File: src/rtl/fma_dot_sequencer_if.sv
// fma_dot_sequencer_if: command, operand, fpfma and result signals of the dot-product sequencer
interface fma_dot_sequencer_if #(
  parameter int WIDTH = 32,
  parameter int LEN_WIDTH = 8
);
  logic start;
  logic [LEN_WIDTH-1:0] len;
  logic [WIDTH-1:0] init;
  logic [1:0] rnd_mode;
  logic busy;
  logic op_valid;
  logic op_ready;
  logic [WIDTH-1:0] op_a;
  logic [WIDTH-1:0] op_b;
  logic [WIDTH-1:0] fma_a;
  logic [WIDTH-1:0] fma_b;
  logic [WIDTH-1:0] fma_c;
  logic [1:0] fma_rnd;
  logic [WIDTH-1:0] fma_result;
  logic res_valid;
  logic res_ready;
  logic [WIDTH-1:0] res_data;
  logic [LEN_WIDTH-1:0] res_count;
  logic err;
  modport master (
    output start, len, init, rnd_mode, op_valid, op_a, op_b, fma_result, res_ready,
    input busy, op_ready, fma_a, fma_b, fma_c, fma_rnd, res_valid, res_data, res_count, err
  );
  modport slave (
    input start, len, init, rnd_mode, op_valid, op_a, op_b, fma_result, res_ready,
    output busy, op_ready, fma_a, fma_b, fma_c, fma_rnd, res_valid, res_data, res_count, err
  );
endinterface

File: src/rtl/fma_dot_sequencer.sv
// fma_dot_sequencer: streams operand pairs into an fpfma and accumulates a dot product; FMA_DOT_NAN_ABORT_EN enables NaN early abort
module fma_dot_sequencer #(
  parameter int WIDTH = 32,
  parameter int LEN_WIDTH = 8,
  parameter int FMA_LAT = 1
) (
  input logic clk,
  input logic rst,
  fma_dot_sequencer_if.slave bus
);
  localparam int LAT_W = FMA_LAT > 1 ? $clog2(FMA_LAT) : 1;
  typedef enum logic [1:0] {IDLE, FETCH, WAIT, DONE} state_t;
  state_t r_state;
  logic r_busy, r_op_ready, r_res_valid, r_err;
  logic [WIDTH-1:0] r_fma_a, r_fma_b, r_fma_c, r_acc;
  logic [1:0] r_fma_rnd;
  logic [LEN_WIDTH-1:0] r_len, r_cnt, w_cnt_inc;
  logic [LAT_W-1:0] r_lat_cnt;
  logic w_nan, w_stop;
`ifdef FMA_DOT_NAN_ABORT_EN
  localparam int EXP_W = WIDTH == 64 ? 11 : WIDTH == 16 ? 5 : 8;
  assign w_nan = &bus.fma_result[WIDTH-2 -: EXP_W] & |bus.fma_result[WIDTH-EXP_W-2:0];
`else
  assign w_nan = 1'b0;
`endif
  assign w_cnt_inc = r_cnt + 1'b1;
  assign w_stop = w_cnt_inc == r_len || w_nan;
  assign bus.busy = r_busy;
  assign bus.op_ready = r_op_ready;
  assign bus.res_valid = r_res_valid;
  assign bus.err = r_err;
  assign bus.fma_a = r_fma_a;
  assign bus.fma_b = r_fma_b;
  assign bus.fma_c = r_fma_c;
  assign bus.fma_rnd = r_fma_rnd;
  assign bus.res_data = r_acc;
  assign bus.res_count = r_cnt;
  // Sequencer FSM with registered handshake, status and fpfma operand outputs
  always_ff @(posedge clk or posedge rst)
    if (rst) begin
      r_state <= IDLE;
      r_busy <= 1'b0;
      r_op_ready <= 1'b0;
      r_res_valid <= 1'b0;
      r_err <= 1'b0;
      r_fma_a <= '0;
      r_fma_b <= '0;
      r_fma_c <= '0;
      r_fma_rnd <= '0;
      r_acc <= '0;
      r_cnt <= '0;
      r_len <= '0;
      r_lat_cnt <= '0;
    end else begin
      case (r_state)
        IDLE: if (bus.start) begin
          r_len <= bus.len;
          r_fma_rnd <= bus.rnd_mode;
          r_acc <= bus.init;
          r_cnt <= '0;
          r_err <= 1'b0;
          r_busy <= 1'b1;
          r_op_ready <= bus.len != '0;
          r_res_valid <= bus.len == '0;
          r_state <= bus.len == '0 ? DONE : FETCH;
        end
        FETCH: if (bus.op_valid) begin
          r_fma_a <= bus.op_a;
          r_fma_b <= bus.op_b;
          r_fma_c <= r_acc;
          r_lat_cnt <= LAT_W'(FMA_LAT - 1);
          r_op_ready <= 1'b0;
          r_state <= WAIT;
        end
        WAIT: if (r_lat_cnt == '0) begin
          r_acc <= bus.fma_result;
          r_cnt <= w_cnt_inc;
          r_err <= r_err | w_nan;
          r_op_ready <= !w_stop;
          r_res_valid <= w_stop;
          r_state <= w_stop ? DONE : FETCH;
        end else r_lat_cnt <= r_lat_cnt - 1'b1;
        DONE: if (bus.res_ready) begin
          r_busy <= 1'b0;
          r_res_valid <= 1'b0;
          r_state <= IDLE;
        end
      endcase
    end
endmodule
File: src/flat_wrapper.sv
// flat-port wrapper written by rule: the top's interface ports become plain ports
module fma_dot_sequencer_flat 
#(
  parameter int WIDTH = 32,
  parameter int LEN_WIDTH = 8,
  parameter int FMA_LAT = 1
)
  (clk, rst, bus_start, bus_len, bus_init, bus_rnd_mode, bus_op_valid, bus_op_a, bus_op_b, bus_fma_result, bus_res_ready, bus_busy, bus_op_ready, bus_fma_a, bus_fma_b, bus_fma_c, bus_fma_rnd, bus_res_valid, bus_res_data, bus_res_count, bus_err);
  fma_dot_sequencer_if #(.WIDTH(WIDTH), .LEN_WIDTH(LEN_WIDTH)) bus_i ();
  input logic clk;
  input logic rst;
  input wire logic [$bits(bus_i.start)-1:0] bus_start;
  input wire logic [$bits(bus_i.len)-1:0] bus_len;
  input wire logic [$bits(bus_i.init)-1:0] bus_init;
  input wire logic [$bits(bus_i.rnd_mode)-1:0] bus_rnd_mode;
  input wire logic [$bits(bus_i.op_valid)-1:0] bus_op_valid;
  input wire logic [$bits(bus_i.op_a)-1:0] bus_op_a;
  input wire logic [$bits(bus_i.op_b)-1:0] bus_op_b;
  input wire logic [$bits(bus_i.fma_result)-1:0] bus_fma_result;
  input wire logic [$bits(bus_i.res_ready)-1:0] bus_res_ready;
  output wire logic [$bits(bus_i.busy)-1:0] bus_busy;
  output wire logic [$bits(bus_i.op_ready)-1:0] bus_op_ready;
  output wire logic [$bits(bus_i.fma_a)-1:0] bus_fma_a;
  output wire logic [$bits(bus_i.fma_b)-1:0] bus_fma_b;
  output wire logic [$bits(bus_i.fma_c)-1:0] bus_fma_c;
  output wire logic [$bits(bus_i.fma_rnd)-1:0] bus_fma_rnd;
  output wire logic [$bits(bus_i.res_valid)-1:0] bus_res_valid;
  output wire logic [$bits(bus_i.res_data)-1:0] bus_res_data;
  output wire logic [$bits(bus_i.res_count)-1:0] bus_res_count;
  output wire logic [$bits(bus_i.err)-1:0] bus_err;
  assign bus_i.start = bus_start;
  assign bus_i.len = bus_len;
  assign bus_i.init = bus_init;
  assign bus_i.rnd_mode = bus_rnd_mode;
  assign bus_i.op_valid = bus_op_valid;
  assign bus_i.op_a = bus_op_a;
  assign bus_i.op_b = bus_op_b;
  assign bus_i.fma_result = bus_fma_result;
  assign bus_i.res_ready = bus_res_ready;
  assign bus_busy = bus_i.busy;
  assign bus_op_ready = bus_i.op_ready;
  assign bus_fma_a = bus_i.fma_a;
  assign bus_fma_b = bus_i.fma_b;
  assign bus_fma_c = bus_i.fma_c;
  assign bus_fma_rnd = bus_i.fma_rnd;
  assign bus_res_valid = bus_i.res_valid;
  assign bus_res_data = bus_i.res_data;
  assign bus_res_count = bus_i.res_count;
  assign bus_err = bus_i.err;
  fma_dot_sequencer #(.WIDTH(WIDTH), .LEN_WIDTH(LEN_WIDTH), .FMA_LAT(FMA_LAT)) u_core (.clk(clk), .rst(rst), .bus(bus_i));
endmodule
File: config.mk
export PLATFORM = sky130hd
export DESIGN_NAME = fma_dot_sequencer_flat
export DESIGN_NICKNAME = d
export VERILOG_FILES = /design/src/rtl/fma_dot_sequencer_if.sv /design/src/rtl/fma_dot_sequencer.sv /design/src/flat_wrapper.sv
export SDC_FILE = /design/constraint.sdc
export NUM_CORES = 1
export LEC_CHECK = 0
export ABC_AREA = 1
export CORE_MARGIN = 8
export CORE_UTILIZATION = 42
export DETAILED_ROUTE_END_ITERATION = 8
export HOLD_SLACK_MARGIN = 0.15
export MAX_ROUTING_LAYER = met4
export PLACE_DENSITY = 0.8
export RECOVER_POWER = 50
export SLEW_MARGIN = 15
export SYNTH_ARGS = -nofsm -noshare
export SYNTH_HDL_FRONTEND = slang
export SYNTH_SLANG_ARGS = --single-unit
File: constraint.sdc
create_clock -name clk -period 6.8 [get_ports clk]
set_clock_uncertainty 0.1 [all_clocks]
set_input_delay 1.7 -clock clk [delete_from_list [all_inputs] [get_ports clk]]
set_output_delay 1.7 -clock clk [all_outputs]
set_load 0.01 [all_outputs]
-- Word-level counts from Yosys, hierarchy flattened
Cells that the tools add are included.
- output and inout port bits: 142
- register bits: 152
- input bits: 143
- word-level logic and storage cells: 64
- equal/unequal tests: 8
- muxes and demuxes: 25
- add/subtract/negate cells: 2
- reduce and logical (&&, ||, !) cells: 17
- operators with widths (cell ; number):
    two-way mux 32 bit ; 2
    one-hot mux 32 bit (2 select lines) ; 1
    two-way mux 8 bit ; 2
    one-hot mux 8 bit (2 select lines) ; 1
    two-way mux 2 bit ; 6
    AND reduction 4 bit ; 3
    adder 8 x 1 -> 8 bit, second input constant ; 1
    equality test 8 bit ; 1
    zero test 8 bit ; 1
    two-way mux 1 bit ; 8
    inequality test 2 bit, second input constant ; 4
    one-hot mux 2 bit (4 select lines) ; 1
    nonzero test 8 bit ; 1
    one-hot mux 1 bit (3 select lines) ; 2
    AND reduction 2 bit ; 3
    AND reduction 3 bit ; 2
    nonzero test 2 bit ; 3
    nonzero test 3 bit ; 2
    equality test 2 bit, second input constant ; 2
    one-hot mux 1 bit (2 select lines) ; 2
    equality test 2 x 1 -> 1 bit, second input constant ; 1
    zero test 2 bit ; 1
    zero test 1 bit ; 1
    subtractor 1 bit, second input constant ; 1

-- Logic depth before layout (Yosys ltp)
- depth in word-level cells: 5
- mapped depth: 13
- depth with buffers taken out: 12

-- Least setup slack after synthesis
No wires, ideal clock.
- path kind: input to register
- from: input port bus_op_valid
- to: register u_core.r_fma_a[13], in the netlist u_core.bus.fma_a[13]
- data required time: 6.575 ns
- library setup time: 0.125 ns
- stages on the path: 4
- path buffers: 2
- path slack: 4.007 ns
- arrival: 2.568 ns
- cell sequence: nand2_1 -> buf_2 -> buf_2 -> mux2_2
- longest elaborated chain between the ends: 1
- RTL lines (what ; line ; text):
    start, declared ; flat_wrapper.sv:16 ; input wire logic [$bits(bus_i.op_valid)-1:0] bus_op_valid;
    AND reduction 2 bit (no source line) ; - ;
    end signal, assigned ; fma_dot_sequencer.sv:68 ; r_fma_a <= bus.op_a;
    end, declared ; fma_dot_sequencer.sv:15 ; logic [WIDTH-1:0] r_fma_a, r_fma_b, r_fma_c, r_acc;
No other way between the ends.
A chain may end at the register's enable or synchronous reset.

-- Final worst setup path
- from: input port bus_start
- to: register u_core.r_acc[19], in the netlist u_core.bus.res_data[19]
- longest elaborated chain between the ends: 2
- RTL lines (what ; line ; text):
    start, declared ; flat_wrapper.sv:12 ; input wire logic [$bits(bus_i.start)-1:0] bus_start;
    inequality test 2 bit (no source line) ; - ;
    AND reduction 3 bit (no source line) ; - ;
    end signal, assigned ; fma_dot_sequencer.sv:59 ; r_acc <= bus.init;
    end signal, assigned ; fma_dot_sequencer.sv:76 ; r_acc <= bus.fma_result;
    end, declared ; fma_dot_sequencer.sv:15 ;
No other way between the ends.

==> flow_summary.rst <==
.. list-table::
   :header-rows: 1

   * - Metric
     - Value
   * - Status
     - finished, violations left
   * - Violations in the final reports
     - max-capacitance violations, max-slew violations
   * - Number of detailed-route iterations in the first pass
     - 4
   * - Clk_lat worst skew
     - 430 ps
   * - Sw Ratio
     - 34.2%
   * - DR iter-0 viols
     - between 200 and 250
   * - Largest net degree at the start of global routing
     - ~110
   * - Setup repair after global routing missed its margin
     - false
   * - Routed wire length
     - around 19 mm
   * - Critical path endpoint category
     - flip-flop
   * - Final net count
     - 996
   * - Bufs on Longest Clock Path
     - 2
   * - Combinational cell fraction of total power
     - 45.4%
   * - Number of rows in the core area
     - 45
   * - Count of filler cells inserted in the layout
     - 1176
   * - Worst hold path type
     - flip-flop to flip-flop
   * - Count of nets left with antenna violations after detail routing
     - 0
   * - Max-slew violation count
     - 142
   * - Netlist area before placement
     - 6430 um2
   * - Most used flip-flop cell after synthesis
     - dfrtp_1
   * - Lkg Pwr
     - 4.24 nW
   * - Critical-path cell with the highest stage delay
     - o21ai_0
   * - Area inside the core boundary
     - 15100 um2
   * - Cells along the critical path
     - dlygate4sd3_1 > nand2_1 > o21ai_0 > buf_4 > nor2_1 > a31oi_1
   * - Level count of the clock H-tree
     - 4
   * - Number of buffers inserted by post-CTS setup repair
     - 0
   * - Total design power
     - between 4 and 5 mW
   * - Final Instance Area
     - 9960 um2
   * - Register bit count reported by yosys
     - 151
   * - Yosys warnings
     - 0
   * - Worst path required time
     - 6970 ps
   * - Antenna violations before repair
     - 0
   * - TritonCTS clock tree
     - built
   * - Hold Vio Cnt, Final
     - 0
   * - Reg clk slew, reported paths
     - 60 ps
   * - Width of the chip
     - 140 um
   * - Post-layout utilization of the core
     - 66.0%
   * - Count of placed standard cells in the final layout, fillers left out
     - ~1000
   * - All-Layer GR Usage
     - 20.1%
   * - Final clock period utilization by the worst path
     - 66.0%
   * - Worst-Margin Slew
     - 2880 ps
   * - Final period demand of the worst path
     - 4490 ps
   * - Type of the worst setup path
     - primary input to flip-flop
   * - Vias in the first global route
     - 5402
   * - Clock power frac
     - 20.0%
   * - Power density over cell area
     - roughly 470 nW/um2
   * - Max-Cap Viols
     - 2
   * - Area of the die
     - 19500 um2
   * - Layout cell share with drive strength beyond 1
     - 17.7%
   * - Post-synthesis async set-or-reset flop share
     - 100%
   * - Number of diodes added for antenna fixing
     - 0
   * - Wire length of the first global-routing pass
     - slightly below 30 mm
   * - PostCTS Resize Cnt
     - 0
   * - Syn_nets
     - ~720
   * - Maximum clock rate
     - around 0.22 GHz
   * - Die height
     - 140 um
   * - Average cell area after synthesis
     - approximately 11 um2
   * - Total of endpoints with negative setup slack in the final report
     - 0
   * - Final Wtd Congestion
     - 0.828
   * - Number of port buffers
     - 283
   * - Distinct cells, synth
     - 29
   * - Cell area after placement
     - 9390 um2
   * - Number of buffers inserted during clock tree synthesis
     - 17
   * - Final sum of negative setup slack
     - 0 ps
   * - Sequential share of the synthesized area
     - about 59%
   * - Area added between synthesis and finish
     - 54.9%
   * - DP Wirelength
     - 13.9 mm
   * - Final routed wire length divided by cell count
     - 18.0 um
   * - Switching power total
     - 1.58 mW
   * - Initial Util
     - between 40% and 50%
   * - DRC violations left
     - 0
   * - Cell-internal power
     - a little over 3 mW
   * - Number of cells in the design after placement
     - about 1000
   * - Highest fanout seen on the critical path
     - 46
   * - Buffer cell driving the clock tree root
     - clkbuf_16
   * - Total vias in the final route
     - slightly above 5000
   * - Number of ports placed on the die boundary
     - 285
   * - Per-cell via count in the routed design
     - 4.86
   * - Number of sinks on the clock net
     - 151
   * - Portion of total power attributed to sequential cells
     - between 30% and 40%
   * - Post-synthesis cell count
     - 569
   * - Count of flip-flops with a built-in enable after synthesis
     - 0
   * - Startpoint types
     - primary input
   * - VDD IR max
     - roughly 0.28 mV
   * - Rel. slew slack
     - -94.0%
   * - Gr ovfl total
     - 0
   * - Arrival @ worst endpoint
     - 4660 ps
   * - Largest stage delay on the critical path
     - roughly 1100 ps
   * - Hold bufs inserted after CTS
     - 0
state kept, by name (all words and copies together) (netlist names), 2 cells and up:
name                  cells
u_core.bus.res_count      8
u_core.bus.res_data      32
u_core.bus.fma_a         32
u_core.r_state            2
u_core.r_len              8
u_core.bus.fma_rnd        2
u_core.bus.fma_c         32
u_core.bus.fma_b         32
worst max-delay path: cells and delay by family:
family | cells | cell delay (ps)
compound gates | 2 | 1140
buf+inv | 2 | 1210
simple gates | 2 | 570
metrics by stage:
| stage | hold WS, ps | setup slack [ps] |
|---|---|---|
| after floorplan | 353 | 935 |
| after global routing | 405 | 2010 |
| after detailed placement | 380 | 2760 |
| final | 397 | 2310 |
| after CTS | 395 | 3200 |
| after global placement | 376 | 2790 |
metal layers:
metal	GRT usage (%)	part of all wire [%]	wire length (um)
met1	22.9	42	7960
met2	32.9	49	9220
met3	6.26	7.2	1350
met4	7.03	1.8	343
met5	-	0	0
cells in the mapped netlist (3+ instances only):
master	instances	share of area, %
a31oi_1	33	3.2
buf_2	16	1.2
buf_4	4	0.47
clkbuf_1	7	0.41
dfrtp_1	151	59
ha_1	6	1.2
inv_1	31	1.8
inv_2	3	0.18
mux2_2	98	17
nand2_1	107	6.2
nand2_2	4	0.39
nand3_1	15	1.2
nand4_1	4	0.39
nor2_1	47	2.7
nor2_2	4	0.39
nor2_4	3	0.53
o21ai_0	19	1.5
final timing paths:
kind                       depth (start not counted)                      end                 from  slack [ps]
max                                                6  u_core.bus.res_data[19]            bus_start        2310
min                                                1      u_core.bus.fma_b[5]  u_core.bus.fma_b[5]         400
max reg2reg                                        7  u_core.bus.res_data[19]    u_core.r_state[0]        2410
min reg2reg                                        1      u_core.bus.fma_b[5]  u_core.bus.fma_b[5]         400
max in group asynchronous                          3        u_core.r_state[1]                  rst        2730
min in group asynchronous                          2     u_core.bus.fma_b[28]                  rst        2390
power by group through the flow:
stage | logic (mW) | clock network [mW] | registers, mW
5_1_grt | 2.27 | 0.986 | 1.66
3_5_place_dp | 2.22 | 0 | 1.63
4_1_cts | 2.23 | 0.946 | 1.62
6_report | 2.10 | 0.928 | 1.60
2_1_floorplan | 0.892 | 0 | 1.78
3_3_place_gp | 2.18 | 0 | 1.61
layout make-up:
type / count / area, um2 / area share [%]
sequential: 151 / 3780 / 37.9
tap: 188 / 235 / 2.36
clock inverter: 11 / 123 / 1.23
inverter: 34 / 131 / 1.32
multi-input combinational: 356 / 2370 / 23.8
timing repair buffer: 287 / 2860 / 28.7
clock buffer: 20 / 457 / 4.59
cell families (layout without fill, tap and decap cells):
group	after synthesis	count (layout)	synth area share (%)
fa+ha+maj	6	6	1.17
simple gates	191	191	12.8
other cells	1	1	0.0583
flops	151	151	58.8
xor+xnor	3	3	0.409
mux	98	98	17.2
buf+inv	62	352	4.28
compound gates	57	57	5.37
placed cells by master (no fill, tap or decap), drive strengths merged, types with 17 or more instances in the layout:
cell / netlist / final
clkdlybuf4s50: 0 / 205
inv: 34 / 35
clkbuf: 7 / 20
dfrtp: 151 / 151
nor2: 54 / 54
nand2: 112 / 112
mux2: 98 / 98
nand3: 17 / 17
a31oi: 33 / 33
o21ai: 20 / 20
dlygate4sd3: 0 / 78
No activity file was read; power rests on OpenSTA's default activity.
